<file path="src/rtl/if_id_pkg.sv">
// Shared opcode/function constants, controller codes and decode helper for the IF/ID hazard stage.
package if_id_pkg;

  localparam logic [5:0] OP_RTYPE = 6'h00;
  localparam logic [5:0] OP_J     = 6'h02;
  localparam logic [5:0] OP_JAL   = 6'h03;
  localparam logic [5:0] OP_BEQ   = 6'h04;
  localparam logic [5:0] OP_BNE   = 6'h05;
  localparam logic [5:0] OP_LW    = 6'h23;
  localparam logic [5:0] OP_SW    = 6'h2b;
  localparam logic [5:0] FN_JR    = 6'h08;

  localparam logic [7:0] CTRL_ISSUE  = 8'b0000_0011;
  localparam logic [7:0] CTRL_BUBBLE = 8'b0000_0000;
  localparam logic [4:0] LINK_REG    = 5'd31;

  typedef enum logic [1:0] {
    FMT_R,
    FMT_I,
    FMT_J
  } fmt_e;

  typedef struct packed {
    logic [5:0]  opcode;
    logic [4:0]  rs;
    logic [4:0]  rt;
    logic [4:0]  rd;
    logic [4:0]  shamt;
    logic [5:0]  func;
    logic [15:0] immediate;
    logic [25:0] address;
  } fields_t;

  typedef struct packed {
    fields_t    f;
    logic       use_rs;
    logic       use_rt;
    logic [4:0] dest;
  } decode_t;

  function automatic fmt_e instr_fmt(input logic [5:0] op);
    if (op == OP_RTYPE)                return FMT_R;
    else if (op == OP_J || op == OP_JAL) return FMT_J;
    else                                 return FMT_I;
  endfunction

  function automatic decode_t decode(input logic [31:0] w);
    decode_t d;
    d = '0;
    d.f.opcode = w[31:26];
    unique case (instr_fmt(w[31:26]))
      FMT_R: begin
        d.f.rs    = w[25:21];
        d.f.rt    = w[20:16];
        d.f.rd    = w[15:11];
        d.f.shamt = w[10:6];
        d.f.func  = w[5:0];
        if (w[5:0] == FN_JR) begin
          d.use_rs = 1'b1;
        end else if (!w[5]) begin
          d.use_rt = 1'b1;
          d.dest   = w[15:11];
        end else begin
          d.use_rs = 1'b1;
          d.use_rt = 1'b1;
          d.dest   = w[15:11];
        end
      end
      FMT_J: begin
        d.f.address = w[25:0];
        d.dest      = (w[31:26] == OP_JAL) ? LINK_REG : 5'd0;
      end
      default: begin
        d.f.rs        = w[25:21];
        d.f.rt        = w[20:16];
        d.f.rd        = w[20:16];
        d.f.immediate = w[15:0];
        d.use_rs      = 1'b1;
        // sw shares op[3]=1 with the arithmetic group, so it is peeled off first
        if (w[31:26] == OP_SW || w[31:26] == OP_BEQ || w[31:26] == OP_BNE) begin
          d.use_rt = 1'b1;
        end else if (w[31:26] == OP_LW || w[29]) begin
          d.dest = w[20:16];
        end
      end
    endcase
    return d;
  endfunction

endpackage

</file>
<file path="src/rtl/if_id_scoreboard.sv">
// In-flight destination shift register with parallel source compare.
module if_id_scoreboard
  import if_id_pkg::*;
#(
  parameter int unsigned HAZ_DEPTH = 3,
  parameter int unsigned REG_AW    = 5
) (
  input  logic              clk_i,
  input  logic              rst_i,
  input  logic              shift_i,
  input  logic [REG_AW-1:0] dest_i,
  input  logic [REG_AW-1:0] rs_i,
  input  logic [REG_AW-1:0] rt_i,
  output logic              hit_rs_o,
  output logic              hit_rt_o
);

  logic [REG_AW-1:0] slot_q [HAZ_DEPTH];

  always_ff @(posedge clk_i or posedge rst_i) begin
    if (rst_i) begin
      for (int unsigned i = 0; i < HAZ_DEPTH; i++) slot_q[i] <= '0;
    end else if (shift_i) begin
      slot_q[0] <= dest_i;
      for (int unsigned i = 1; i < HAZ_DEPTH; i++) slot_q[i] <= slot_q[i-1];
    end
  end

  always_comb begin
    hit_rs_o = 1'b0;
    hit_rt_o = 1'b0;
    for (int unsigned i = 0; i < HAZ_DEPTH; i++) begin
      if (slot_q[i] == rs_i) hit_rs_o = 1'b1;
      if (slot_q[i] == rt_i) hit_rt_o = 1'b1;
    end
  end

endmodule

</file>
<file path="src/rtl/if_id_hazard_stage.sv">
// IF/ID pipeline register with RAW hazard stall, backpressure and flush.
// Define IF_ID_STALL_CNT_EN to add the saturating stall_count_o port.
module if_id_hazard_stage
  import if_id_pkg::*;
#(
  parameter int unsigned HAZ_DEPTH   = 3,
  parameter int unsigned REG_AW      = 5,
  parameter int unsigned CTRL_W      = 8,
  parameter int unsigned STALL_CNT_W = 16
) (
  input  logic              clk_i,
  input  logic              rst_i,
  input  logic              instr_valid_i,
  input  logic [31:0]       instr_i,
  output logic              instr_ready_o,
  input  logic              flush_i,
  input  logic              id_ready_i,
  output logic              id_valid_o,
  output logic [5:0]        opcode_o,
  output logic [REG_AW-1:0] rs_o,
  output logic [REG_AW-1:0] rt_o,
  output logic [REG_AW-1:0] rd_o,
  output logic [5:0]        func_o,
  output logic [4:0]        shamt_o,
  output logic [15:0]       immediate_o,
  output logic [25:0]       address_o,
  output logic [CTRL_W-1:0] controller_o
`ifdef IF_ID_STALL_CNT_EN
  ,
  output logic [STALL_CNT_W-1:0] stall_count_o
`endif
);

  decode_t           dec;
  fields_t           out_d, out_q;
  logic              valid_d, valid_q;
  logic [CTRL_W-1:0] ctrl_d, ctrl_q;
  logic              advance, hazard, issue, hit_rs, hit_rt;
  logic [REG_AW-1:0] rs_idx, rt_idx, sb_din;

  always_comb begin
    dec     = decode(instr_i);
    rs_idx  = REG_AW'(dec.f.rs);
    rt_idx  = REG_AW'(dec.f.rt);
    advance = id_ready_i | ~valid_q;
    hazard  = instr_valid_i &
              ((dec.use_rs & (rs_idx != '0) & hit_rs) |
               (dec.use_rt & (rt_idx != '0) & hit_rt));
    issue   = advance & ~flush_i & ~hazard & instr_valid_i;
    sb_din  = issue ? REG_AW'(dec.dest) : '0;
    instr_ready_o = ~rst_i & advance & (flush_i | ~hazard);
  end

  if_id_scoreboard #(
    .HAZ_DEPTH (HAZ_DEPTH),
    .REG_AW    (REG_AW)
  ) u_scoreboard (
    .clk_i    (clk_i),
    .rst_i    (rst_i),
    .shift_i  (advance),
    .dest_i   (sb_din),
    .rs_i     (rs_idx),
    .rt_i     (rt_idx),
    .hit_rs_o (hit_rs),
    .hit_rt_o (hit_rt)
  );

  always_comb begin
    valid_d = valid_q;
    out_d   = out_q;
    ctrl_d  = ctrl_q;
    if (advance) begin
      valid_d = issue;
      out_d   = issue ? dec.f : '0;
      ctrl_d  = issue ? CTRL_W'(CTRL_ISSUE) : CTRL_W'(CTRL_BUBBLE);
    end
  end

  always_ff @(posedge clk_i or posedge rst_i) begin
    if (rst_i) begin
      valid_q <= 1'b0;
      out_q   <= '0;
      ctrl_q  <= '0;
    end else begin
      valid_q <= valid_d;
      out_q   <= out_d;
      ctrl_q  <= ctrl_d;
    end
  end

  assign id_valid_o   = valid_q;
  assign opcode_o     = out_q.opcode;
  assign rs_o         = REG_AW'(out_q.rs);
  assign rt_o         = REG_AW'(out_q.rt);
  assign rd_o         = REG_AW'(out_q.rd);
  assign func_o       = out_q.func;
  assign shamt_o      = out_q.shamt;
  assign immediate_o  = out_q.immediate;
  assign address_o    = out_q.address;
  assign controller_o = ctrl_q;

`ifdef IF_ID_STALL_CNT_EN
  logic [STALL_CNT_W-1:0] stall_cnt_d, stall_cnt_q;

  always_comb begin
    stall_cnt_d = stall_cnt_q;
    if (advance & hazard & ~flush_i & ~(&stall_cnt_q))
      stall_cnt_d = stall_cnt_q + STALL_CNT_W'(1);
  end

  always_ff @(posedge clk_i or posedge rst_i) begin
    if (rst_i) stall_cnt_q <= '0;
    else       stall_cnt_q <= stall_cnt_d;
  end

  assign stall_count_o = stall_cnt_q;
`endif

endmodule

</file>
<file path="config.mk">
export PLATFORM = sky130hd
export DESIGN_NAME = if_id_hazard_stage
export DESIGN_NICKNAME = d
export VERILOG_FILES = /design/src/rtl/if_id_pkg.sv /design/src/rtl/if_id_scoreboard.sv /design/src/rtl/if_id_hazard_stage.sv
export SDC_FILE = /design/constraint.sdc
export NUM_CORES = 1
export LEC_CHECK = 0
export ABC_AREA = 1
export BUFFER_PORTS_ARGS = -buffer_cell sky130_fd_sc_hd__buf_2
export CAP_MARGIN = 20
export CORE_ASPECT_RATIO = 0.75
export CORE_MARGIN = 10
export CORE_UTILIZATION = 55
export CTS_CLUSTER_DIAMETER = 150
export CTS_CLUSTER_SIZE = 25
export DETAILED_ROUTE_END_ITERATION = 8
export GPL_TIMING_DRIVEN = 0
export PLACE_DENSITY = 0.93
export SYNTH_ARGS = -nofsm -noshare
export SYNTH_HDL_FRONTEND = slang
export SYNTH_SLANG_ARGS = --single-unit
</file>
<file path="constraint.sdc">
create_clock -name clk_i -period 6.7 [get_ports clk_i]
set_input_delay 0.67 -clock clk_i [delete_from_list [all_inputs] [get_ports clk_i]]
set_output_delay 0.67 -clock clk_i [all_outputs]
set_load 0.01 [all_outputs]
</file>
==> flow_summary.json <==
{
  "clkTransAtPathRegs_ns": 0.06,
  "p_per_area_nw_per_um2": 204,
  "gp_congestion": 1.02,
  "clk_latency_ns": 0.35,
  "synth_area_per_cell_sq_um": 7.39,
  "cts_root_buf": "clkbuf_16",
  "tritoncts": "yes",
  "vias": 5069,
  "synth_cell_types": 23,
  "floorplan.initialDensity_pct": 56.3,
  "relSlewSlack_pct": 32.4,
  "yosys_warnings": 0,
  "syn_area_sq_um": 5090,
  "core_sq_um": 9050,
  "cellLeakagePower_nw": 3.76,
  "period_needed_ns": 3.28,
  "outcome": "complete, no violations",
  "drv_slew": 0,
  "max-vdd-ir-drop_uv": 145,
  "drt-total-wl_microns": 15400,
  "fin_crit_sh_pct": 49.0,
  "slowest_stage": "nor2_4",
  "place.port_buffers": 114,
  "worst_pin_slew_ns": 1.01,
  "cp-start-kind": "input port",
  "cts_resized": 0,
  "hold_class": "in -> async",
  "synth_top_area_share_pct": 44.2,
  "track_usage_pct": 22.8,
  "fin_skew_ns": 0.00745,
  "grt_remaining_overflow": 0,
  "r2r_start": "controller_o[0]",
  "crit_fanout": 9,
  "vias_per_cell": 5.31,
  "critPathKind": "in -> out",
  "antenna_found_initial": 3,
  "die_w_microns": 131,
  "cpPeakStageDelay_ns": 0.31,
  "grt_pass1_vias": 4683,
  "setup_viol": 0,
  "drcViolationCount": 0,
  "cts_max_level": 3,
  "cp-end-kind": "output pin",
  "num_rows": 30,
  "critPathArrivalTime_ns": 2.61,
  "path_delay_family": "simple AND/OR/NAND/NOR gates",
  "drt_iter0_drc": 689,
  "critPathLaunch": "instr_i[28]",
  "dpl.hpwl_microns": 11700,
  "fmax_ghz": 0.305,
  "dieHeight_microns": 103,
  "stdcell_area_sq_um": 6140,
  "die-area_sq_um": 13500,
  "clk_path_buf_depth": 2,
  "ys_ff_latch": 90,
  "yosysSeqAreaShare_pct": 44.2,
  "rsz0062_at_grt": "false",
  "postRouteAntennaNets": 0,
  "critical_path.most_common_cell": "nand2_1",
  "cts_made_buffers": 9,
  "drtPass1Iterations": 6,
  "syn_inst": 689,
  "clock-sinks": 90,
  "grt_max_degree": 61,
  "max_cap_viol_count": 0,
  "cp_num_buf_inv": 2,
  "dpl_cell_area_sq_um": 5870,
  "hold_viol": 0,
  "area_growth_syn_to_layout_pct": 20.6,
  "synth_area_leaders": "dfrtp_1, nand2_1, nand4_1, inv_1, buf_6",
  "pin_count": 121,
  "tns_ns": 0,
  "drive_gt1_share_pct": 22.0,
  "post_drt_wl_per_cell_microns": 16.1,
  "nNetsFinal": 857,
  "grt_first_pass_wirelength_microns": 24100,
  "path_cells": "buf_2 > nor2_1 > nand2_1 > nor2_1 > nand2_1 > nor2_4 > a22oi_1 > nand2_4 > nand2_1 > a21oi_1 > buf_2",
  "cts_setup_buffers": 0,
  "synth_top_cell_by_area": "dfrtp_1",
  "hold_buffers": 0,
  "worstPathRequired_ns": 6.03
}
[worst paths after layout]
path / depth (start not counted) / to / slack [ns]
max: 11 / instr_ready_o / 3.42
min: 2 / shamt_o[4] / 0.33
max reg2reg: 7 / rd_o[3] / 4.28
min reg2reg: 2 / address_o[8] / 0.47
max in group asynchronous: 3 / u_scoreboard.slot_q[9] / 5.75
min in group clk_i: 2 / address_o[8] / 0.47
[through the flow]
step                      setup slack, ns  cells  utilization [%]  total power, W  hold WS (ns)
final                                3.42    954             67.9         0.00126         0.326
after global routing                 3.27    953             67.8         0.00131         0.365
after CTS                            3.52    951             67.8         0.00125         0.339
after detailed placement             3.53    937             64.9        0.000800         0.462
after global placement               2.17    936             64.6        0.000794         0.459
after floorplan                      3.09    694                -        0.000723         0.471
[state kept, by name (all words and copies together), names as in the netlist]
signal               cells
address_o               26
immediate_o             16
u_scoreboard.slot_q     15
func_o                   6
opcode_o                 6
rd_o                     5
rs_o                     5
rt_o                     5
shamt_o                  5
controller_o             1
[synth_stat cells, drive strengths merged]
master and number:
a22oi 1, nor2 58, conb 1, buf 37, o21ai 11, o22ai 5
a21oi 11, nand4 82, xor2 7, clkbuf 14, nand2 255, inv 77
nand3 36, nor3 3, o32ai 1, dfrtp 90
[cells by family (layout without fill, tap and decap cells)]
family,count (synthesis),in the layout,share of synthesized area (%)
DFF,90,90,44.2
xor gates and xnor gates,7,7,1.20
buffers and inverters,128,257,13.2
other,1,9,0.0737
and+or+nand+nor,434,434,38.2
AOI/OAI and AO/OA,29,29,3.10
[layer usage]
layer,routed length [microns],vias to the layer above,GRT usage [%]
met1,6770,2261,32.0
li1,-,2457,-
met3,1750,49,6.42
met4,453,0,10.3
met5,0,-,0
met2,6400,302,31.9
[area by class of cell]
cell class / count / area [sq um]
well taps: 128 / 160
diodes: 3 / 7.51
repair buffers: 115 / 598
multi-input cells: 476 / 2180
plain buffers: 51 / 383
clock inverters: 2 / 15.0
fillers: 764 / 2910
flip-flops and latches: 90 / 2250
clock buffers: 12 / 246
inverters: 77 / 292
[power by group]
| group | total (W) | internal, W | switching (W) |
|---|---|---|---|
| clock network | 0.000462 | 0.000257 | 0.000204 |
| registers | 0.000579 | 0.000564 | 0.0000145 |
| logic | 0.000215 | 0.0000737 | 0.000141 |
| total | 0.00126 | 0.000895 | 0.000360 |
[worst reg2reg max path, cell delays in order, from the launching register on]
cell      delay, ns
dfrtp_1        0.40
inv_1          0.06
nor2_1         0.04
clkbuf_1       0.28
nor3_1         0.86
buf_2          0.38
nand4_1        0.22
nand2_1        0.12
[layout by cell type (no fill, tap or decap), types with 2 or more instances in the layout]
| master | count |
|---|---|
| a21oi_1 | 11 |
| conb_1 | 6 |
| clkbuf_1 | 16 |
| o22ai_1 | 5 |
| inv_2 | 3 |
| inv_1 | 73 |
| nand4_1 | 82 |
| nor2_1 | 57 |
| nor3_1 | 3 |
| diode_2 | 3 |
| clkbuf_16 | 9 |
| nand2_4 | 3 |
| o21ai_0 | 11 |
| clkinvlp_4 | 2 |
| nand3_2 | 3 |
| dfrtp_1 | 90 |
| nand2_2 | 6 |
| buf_6 | 20 |
| xor2_1 | 7 |
| buf_4 | 8 |
| buf_2 | 123 |
| nand3_1 | 33 |
| nand2_1 | 246 |
(Power assumes the default switching activity.)
